File: src/rtl/clock_pkg.sv
// -----------------------------------------------------------------------------
// clock_pkg
// Shared definitions for the clock codebase.
//   set_state_e     : set-FSM encoding (RUN, SET_HR, SET_MIN)
//   SEC_MAX_DEFAULT : default terminal seconds value
//   MIN_MAX_DEFAULT : default terminal minutes value
//   wrap_inc()      : 6-bit increment that wraps from a terminal value to zero
// -----------------------------------------------------------------------------
package clock_pkg;

    typedef enum logic [1:0] {
        RUN     = 2'd0,
        SET_HR  = 2'd1,
        SET_MIN = 2'd2
    } set_state_e;

    localparam int SEC_MAX_DEFAULT = 59;
    localparam int MIN_MAX_DEFAULT = 59;

    // Compare-and-wrap rather than a modulo, so the result never exceeds top.
    function automatic logic [5:0] wrap_inc(input logic [5:0] value,
                                            input logic [5:0] top);
        if (value >= top) begin
            return 6'd0;
        end
        return value + 6'd1;
    endfunction

endpackage

File: src/rtl/edge_detect.sv
// -----------------------------------------------------------------------------
// edge_detect
// Registers a level input and flags its rising edge.
//   clk  : sampling clock
//   rst  : asynchronous, active-high reset
//   sig  : level input
//   rise : sig & ~sig_q (combinational)
// The history register resets to 1, so a level already high when reset is
// released does not register as a rising edge.
// -----------------------------------------------------------------------------
module edge_detect (
    input  logic clk,
    input  logic rst,
    input  logic sig,
    output logic rise
);

    logic sig_q;

    always_ff @(posedge clk or posedge rst) begin
        if (rst) begin
            sig_q <= 1'b1;
        end else begin
            sig_q <= sig;
        end
    end

    assign rise = sig & ~sig_q;

endmodule

File: src/rtl/min_sec_counter.sv
// -----------------------------------------------------------------------------
// min_sec_counter
// Minutes/seconds counter with a mode-button set FSM (RUN -> SET_HR -> SET_MIN).
//   seconds_clk : time base, one rising edge per second
//   rst         : asynchronous, active-high reset
//   mode        : debounced mode level; each rising edge advances the set FSM
//   inc         : debounced increment level, sampled each edge in set states
//   hold        : (HOLD_EN builds only) freezes counting while in RUN
//   seconds     : 0..SEC_MAX
//   minutes     : 0..MIN_MAX
//   hour_set    : set strobe for the downstream hours counter
//   set_state   : current FSM state (0 RUN, 1 SET_HR, 2 SET_MIN)
// Optional feature macro: HOLD_EN.
// The downstream hours counter advances when it sees RUN with
// seconds == SEC_MAX and minutes == MIN_MAX, the same edge on which this block
// wraps to 00:00. Seconds are cleared on entry to the set states, so that
// condition can never occur while setting.
// -----------------------------------------------------------------------------
module min_sec_counter
    import clock_pkg::*;
#(
    parameter int SEC_MAX = SEC_MAX_DEFAULT,
    parameter int MIN_MAX = MIN_MAX_DEFAULT
) (
    input  logic       seconds_clk,
    input  logic       rst,
    input  logic       mode,
    input  logic       inc,
`ifdef HOLD_EN
    input  logic       hold,
`endif
    output logic [5:0] seconds,
    output logic [5:0] minutes,
    output logic       hour_set,
    output logic [1:0] set_state
);

    localparam logic [5:0] SEC_TOP = 6'(SEC_MAX);
    localparam logic [5:0] MIN_TOP = 6'(MIN_MAX);

    set_state_e state, state_next;
    logic [5:0] seconds_next, minutes_next;
    logic       mode_rise;
    logic       run_hold;

    edge_detect u_mode_edge (
        .clk  (seconds_clk),
        .rst  (rst),
        .sig  (mode),
        .rise (mode_rise)
    );

`ifdef HOLD_EN
    assign run_hold = hold;
`else
    assign run_hold = 1'b0;
`endif

    always_ff @(posedge seconds_clk or posedge rst) begin
        if (rst) begin
            state   <= RUN;
            seconds <= 6'd0;
            minutes <= 6'd0;
        end else begin
            state   <= state_next;
            seconds <= seconds_next;
            minutes <= minutes_next;
        end
    end

    // A mode edge always wins over inc: the transition is taken and the
    // increment for that edge is dropped.
    always_comb begin
        state_next   = state;
        seconds_next = seconds;
        minutes_next = minutes;
        case (state)
            RUN: begin
                if (mode_rise) begin
                    state_next   = SET_HR;
                    seconds_next = 6'd0;
                end else if (!run_hold) begin
                    seconds_next = wrap_inc(seconds, SEC_TOP);
                    if (seconds == SEC_TOP) begin
                        minutes_next = wrap_inc(minutes, MIN_TOP);
                    end
                end
            end
            SET_HR: begin
                if (mode_rise) begin
                    state_next = SET_MIN;
                end
            end
            SET_MIN: begin
                if (mode_rise) begin
                    state_next = RUN;
                end else if (inc) begin
                    // No carry into hours while setting minutes.
                    minutes_next = wrap_inc(minutes, MIN_TOP);
                end
            end
            default: begin
                state_next   = RUN;
                seconds_next = 6'd0;
            end
        endcase
    end

    assign hour_set  = (state == SET_HR) & inc & ~mode_rise;
    assign set_state = state;

endmodule

File: config.mk
export PLATFORM = sky130hd
export DESIGN_NAME = min_sec_counter
export DESIGN_NICKNAME = d
export VERILOG_FILES = /design/src/rtl/clock_pkg.sv /design/src/rtl/edge_detect.sv /design/src/rtl/min_sec_counter.sv
export SDC_FILE = /design/constraint.sdc
export NUM_CORES = 1
export LEC_CHECK = 0
export BUFFER_PORTS_ARGS = -buffer_cell sky130_fd_sc_hd__buf_4
export CAP_MARGIN = 10
export CELL_PAD_IN_SITES_DETAIL_PLACEMENT = 1
export CELL_PAD_IN_SITES_GLOBAL_PLACEMENT = 2
export CORE_AREA = 2 2 54 56
export CTS_CLUSTER_SIZE = 16
export DETAILED_ROUTE_END_ITERATION = 16
export DIE_AREA = 0 0 56 58
export PLACE_DENSITY = 0.88
export SETUP_SLACK_MARGIN = 0.1
export SYNTH_ARGS = -nofsm -noshare
export SYNTH_HDL_FRONTEND = slang
export SYNTH_SLANG_ARGS = --single-unit
File: constraint.sdc
create_clock -name seconds_clk -period 3.4 [get_ports seconds_clk]
set_input_delay 0.34 -clock seconds_clk [delete_from_list [all_inputs] [get_ports seconds_clk]]
set_output_delay 0.34 -clock seconds_clk [all_outputs]
set_load 0.1 [all_outputs]
==> metrics.txt, run 1 <==
Synth async-reset ratio=100%; crit-path max FO=9; Final Hold Fails=0; CTS tree=yes; All-Layer GR Usage=13.5%; EDFF count, synth=0; R2R depth=5; synthesized area per cell=~9.7 um^2; Root Buffer=clkbuf_4; CP Buf/Inv Count=1; Final Max Tran Viols=0; Final period util=55.4%; number of global-route vias before repair=between 700 and 800; Worst-path clk slew=approximately 0.090 ns; minimum clock period=around 1.9 ns; post_cts resized=0; via count=around 740; IO Pins=19; met2 WL post-DR=roughly 900 um; Arr. time, crit path=about 1.5 ns; critical path class=reg2out; Die Wd=around 56 um; num rows=19; Clock Latency Late Sink=between 0.2 and 0.3 ns; Placement Setup Slack=1.68 ns; layout cells sized above 1=about a quarter; Worst path top cell family by delay=flip-flops; worst path required time=3.06 ns; met3 WL=between 60 and 70 um; setup TNS=0 ns; DR DRC count=0; Distinct cells, synth=30; global route overflow=0; worst-path cell chain=nand2b_1, and3_1, buf_4; Initial Utilization=32.0%; fmax=around 530 MHz; Area Growth Syn to Fin=22.0%; post-layout util=39.1%; Critical Path Start Type=flop; hold buffer count at CTS=0; Pre-Repair DR Iteration Count=4; RSZ-0062 raised after global routing=no; reg2reg start=seconds[0]; initial detailed-routing violation count=5; worst setup margin=approximately 1.5 ns; Hold Crit Class=in2async; Die Y=58 um; Max transition margin=about three fifths; sequential share of the synthesized area=44.2%; final wirelength=1970 um; diode count=0; Max Root-Sink Buffers=2; Worst path slowest cell=dfstp_2; first-pass GRT wire length=3440 um; Routed Antenna Nets=0; Final Skew=approximately 0.001 ns; # fillers=between 300 and 400; Levels on crit path=3; DR top layer=met4; Reg2Reg Setup Slack=between 1.5 and 2 ns; Worst setup startpoint=u_mode_edge.sig_q; CP peak stage delay=around 0.52 ns; CP Capture Point=hour_set; CP Capture Type=primary output; Mapped Area=between 800 and 900 um^2; final setup violating endpoints=0; Max-Cap Viols=0; Synthesis Warnings=0; worst slew pin tran=approximately 0.57 ns; # H-tree levels=1; M1 WL=957 um; # Post-CTS Setup Buffers=0; number of port buffers=18; syn_nets=98; Final #Nets=119; Synth Instances=just under 90; Core ar.=approximately 2700 um^2; most common flop cell mapped by yosys=dfrtp_1; Final HPWL DP=1490 um; die area=between 3000 and 4000 um^2; total CTS buffers=3; status=completed; largest net degree at the start of global routing=16; Wirelength per Cell=between 10 and 15 um; GP Congestion=0.750; Synth Register Bits=15; Via density=around 5.3; reg2reg end=seconds[4]; antenna violations before repair=0; clk sinks=15
-- worst min-delay path by stage --
stage          depth (start not counted)  slack (ns)          to  start
2_1_floorplan                          1        0.24  minutes[0]    rst
3_3_place_gp                           2        0.44  seconds[5]    rst
3_5_place_dp                           2        0.44  seconds[1]    rst
4_1_cts                                2        0.12  seconds[1]    rst
5_1_grt                                2        0.15  minutes[3]    rst
6_report                               2         0.1  seconds[0]    rst
-- cell usage after synthesis, types with 2 or more instances --
master	number	area, um^2
dfrtp_1	14	350
nand2_1	11	41.3
nand3_1	11	55.1
o21ai_0	9	45.0
ha_1	6	75.1
inv_1	4	15.0
nand2b_1	4	25.0
o31ai_1	4	30.0
a21oi_1	2	10.0
o2111ai_1	2	17.5
o22a_1	2	17.5
-- routing by layer --
layer | vias up | global-route usage [%]
met5 | - | 0
met4 | 0 | 7.14
met3 | 5 | 2.46
met2 | 12 | 21.7
met1 | 356 | 17.6
li1 | 368 | -
-- cell usage in the layout, fill, tap and decap left out, drive strengths merged, types with 2 or more instances in the layout --
| cell | synthesis | routed |
|---|---|---|
| and3 | 2 | 2 |
| o22a | 2 | 2 |
| inv | 4 | 4 |
| nand2b | 4 | 4 |
| o21ai | 10 | 10 |
| o2111ai | 2 | 2 |
| dfrtp | 14 | 14 |
| clkbuf | 1 | 4 |
| nand2 | 11 | 11 |
| a21oi | 2 | 2 |
| o31ai | 4 | 4 |
| nand3 | 11 | 11 |
| ha | 6 | 6 |
| buf | 1 | 18 |
-- cell families after synthesis --
kind of cell / synth area share, %
AOI/OAI and AO/OA: 21.3
adders and majority gates: 8.81
buffers and inverters: 3.23
DFF: 44.2
muxes: 1.32
and+or+nand+nor: 21.1
-- cell type report --
cell class | instances | area, um^2 | area share (%)
inverter | 4 | 15.0 | 1.44
clock buffer | 4 | 26.3 | 2.53
multi-input combinational | 67 | 448 | 43.1
sequential | 15 | 377 | 36.2
tap | 31 | 38.8 | 3.73
timing repair buffer | 18 | 135 | 13.0
-- worst reg2reg max path, delay by kind of cell, from the launching register on --
family | cells | cell delay (ns)
compound gates | 2 | 0.50
flops | 1 | 0.43
simple gates | 2 | 0.43
fa+ha+maj | 1 | 0.26
-- registers in the layout, summed over array words and instances (netlist names) --
name and flops:
minutes 6, seconds 6, set_state 2, u_mode_edge.sig_q 1
-- metrics by stage --
step	cells	hold slack (ns)	cell area, um^2
floorplan	88	0.241	852
global placement	135	0.444	1010
detailed placement	135	0.442	1010
CTS	139	0.123	1040
global route	139	0.147	1040
finish	139	0.0998	1040
Power of run 1 is left out: the tool's default activity adds up to more than one toggle a clock period on the data nets, which glitch-free logic cannot reach.
==> run 2, diff against run 1 <==
--- a/config.mk
+++ b/config.mk
@@ -9,11 +9,11 @@
 export CAP_MARGIN = 10
 export CELL_PAD_IN_SITES_DETAIL_PLACEMENT = 1
 export CELL_PAD_IN_SITES_GLOBAL_PLACEMENT = 2
-export CORE_AREA = 2 2 54 56
+export CORE_AREA = 2 2 59 61
 export CTS_CLUSTER_SIZE = 16
 export DETAILED_ROUTE_END_ITERATION = 16
-export DIE_AREA = 0 0 56 58
-export PLACE_DENSITY = 0.88
+export DIE_AREA = 0 0 61 63
+export PLACE_DENSITY = 0.8
 export SETUP_SLACK_MARGIN = 0.1
 export SYNTH_ARGS = -nofsm -noshare
 export SYNTH_HDL_FRONTEND = slang
==> constraint.sdc (replaced) <==
create_clock -name seconds_clk -period 1.5 [get_ports seconds_clk]
set_input_delay 0.15 -clock seconds_clk [delete_from_list [all_inputs] [get_ports seconds_clk]]
set_output_delay 0.15 -clock seconds_clk [all_outputs]
set_load 0.1 [all_outputs]
==> metrics.txt, run 2 (synthesis results as in run 1) <==
Final Max Tran Viols=0 (unchanged); HP Start=mode; via count=833 (+12%); Placed Instance Area=1220 um^2 (+20%); Max transition margin=57.1% (-4.7 points); Max Root-Sink Buffers=2 (unchanged); Final HPWL DP=1760 um (+18%); worst setup margin=-0.0864 ns (-1.60 ns); Wirelength per Cell=14.4 um (+2.0%); Die Y=63 um (+8.6%); Worst path top cell family by delay=simple AND/OR/NAND/NOR gates; post-layout util=44.7% (+5.7 points); Pre-Repair DR Iteration Count=2 (-2); fmax=between 600 and 700 MHz; Final Skew=0.00427 ns (+0.00327 ns); CP Capture Type=flop; hold endpoint=minutes[3]; Routed Antenna Nets=0 (unchanged); worst path required time=1.72 ns (-1.34 ns); Root Buffer=clkbuf_4; commonest cells after routing, fill and taps aside=26 x buf_4, 9 x nand2_1, 9 x nand3_1; number of global-route vias before repair=918 (+19%); Reg2Reg Setup Slack=-0.09 ns (-1.77 ns); number of port buffers=18 (unchanged); largest net degree at the start of global routing=16 (unchanged); R2R depth=5 (unchanged); Final period util=106%; antenna violations before repair=0 (unchanged); cell repeated most along the worst path=nand3_1; total CTS buffers=3 (unchanged); Area Growth Syn to Fin=69.6%; minimum clock period=~1.6 ns; Worst Hold Depth=4; IO Pins=19 (unchanged); area of the multi-input gates=616 um^2 (+37%); worst-path cell chain=ha_4, o2111ai_2, nand3_1, or4_1, nand3_1; Initial Utilization=26.4% (-5.6 points); layout cells sized above 1=63.2% (+39 points); Critical Path Start Type=flop; GP Congestion=0.801 (+6.7%); final setup violating endpoints=4 (+4); storage element area=414 um^2 (+10%); reg2reg end=seconds[3]; status=finished, violations left; diode count=0 (unchanged); Worst path slowest cell=dfrtp_4; violated checks=negative setup slack; clk sinks=15 (unchanged); Final #Nets=136 (+14%); die area=3840 um^2 (+18%); Worst-path clk slew=0.10 ns (about the same); worst slew pin tran=0.643 ns (+0.0709 ns); Hold Crit Class=in2reg; # H-tree levels=1 (unchanged); # fillers=363 (+6.5%); CP peak stage delay=0.51 ns (about the same); first-pass GRT wire length=4510 um (+31%); CTS tree=yes; initial detailed-routing violation count=19 (+14); most common cell after layout, fill and taps aside=buf_4; final wirelength=2470 um (+25%); RSZ-0062 raised after global routing=yes; Core ar.=3230 um^2 (+21%); num rows=21 (+2); Die Wd=61 um (+8.9%); Max-Cap Viols=0 (unchanged); Design Area, Final=1450 um^2 (+39%); Arr. time, crit path=1.81 ns (+0.27 ns); DR DRC count=0 (unchanged); Clock Latency Late Sink=0.28 ns (about the same); CP Buf/Inv Count=0 (-1); crit-path max FO=2 (-7); reg2reg start=seconds[1]; Via density=4.87 (-8.6%); critical path class=reg2reg; Final Hold Fails=0 (unchanged); global route overflow=0 (unchanged); All-Layer GR Usage=15.3% (+1.8 points)
## run 2: repair_timing
item / 4_1_cts / 5_1_grt
hold endpoints to repair: 15 / 0
pin swaps: 11 / 4
hold buffers: 2 / 0
resized for setup: 26 / 6
buffers inserted: 5 / 2
endpoints found under the setup margin: 14 / 16
## run 2: worst reg2reg max path, stage by stage, from the launching register on
cell and delay (ns):
dfrtp_4 0.51, ha_4 0.17, o2111ai_2 0.18, nand3_1 0.12, or4_1 0.47, nand3_1 0.08
## run 2: final cells by class
| class | instances | area share (%) |
|---|---|---|
| tap | 46 | 3.98 |
| multi-input combinational | 67 | 42.6 |
| sequential | 15 | 28.7 |
| timing repair buffer | 35 | 21.6 |
| inverter | 4 | 1.39 |
| clock buffer | 4 | 1.82 |
## run 2: metal layers
layer  global-route usage (%)  routed length (um)  vias up
met1                     20.2                1110      414
met3                     2.07                  80        4
met5                        0                   0        -
met4                     4.89                  25        0
li1                         -                   -      399
met2                     25.3                1260       16
## run 2: worst max-delay path by stage
stage                             from    endpoint  slack [ns]  cells past startpoint
after floorplan           set_state[0]  seconds[3]       -0.22                      5
after CTS                   seconds[1]  seconds[3]        -0.1                      5
after detailed placement  set_state[0]  minutes[5]       -0.08                      6
after global placement    set_state[0]  minutes[5]       -0.04                      6
after global routing        seconds[1]  seconds[3]       -0.16                      5
final                       seconds[1]  seconds[3]       -0.09                      5
## run 2: stage by stage
| stage | setup TNS [ns] | hold slack [ns] | instances | setup WS (ns) |
|---|---|---|---|---|
| after floorplan | -1.11 | 0.0505 | 88 | -0.216 |
| after global placement | -0.0735 | 0.270 | 158 | -0.0417 |
| after detailed placement | -0.276 | 0.273 | 158 | -0.0800 |
| after CTS | -0.281 | 0.357 | 169 | -0.0964 |
| after global routing | -0.966 | 0.389 | 171 | -0.156 |
| final | -0.220 | 0.373 | 171 | -0.0864 |
Power of run 2 is left out for the same reason.
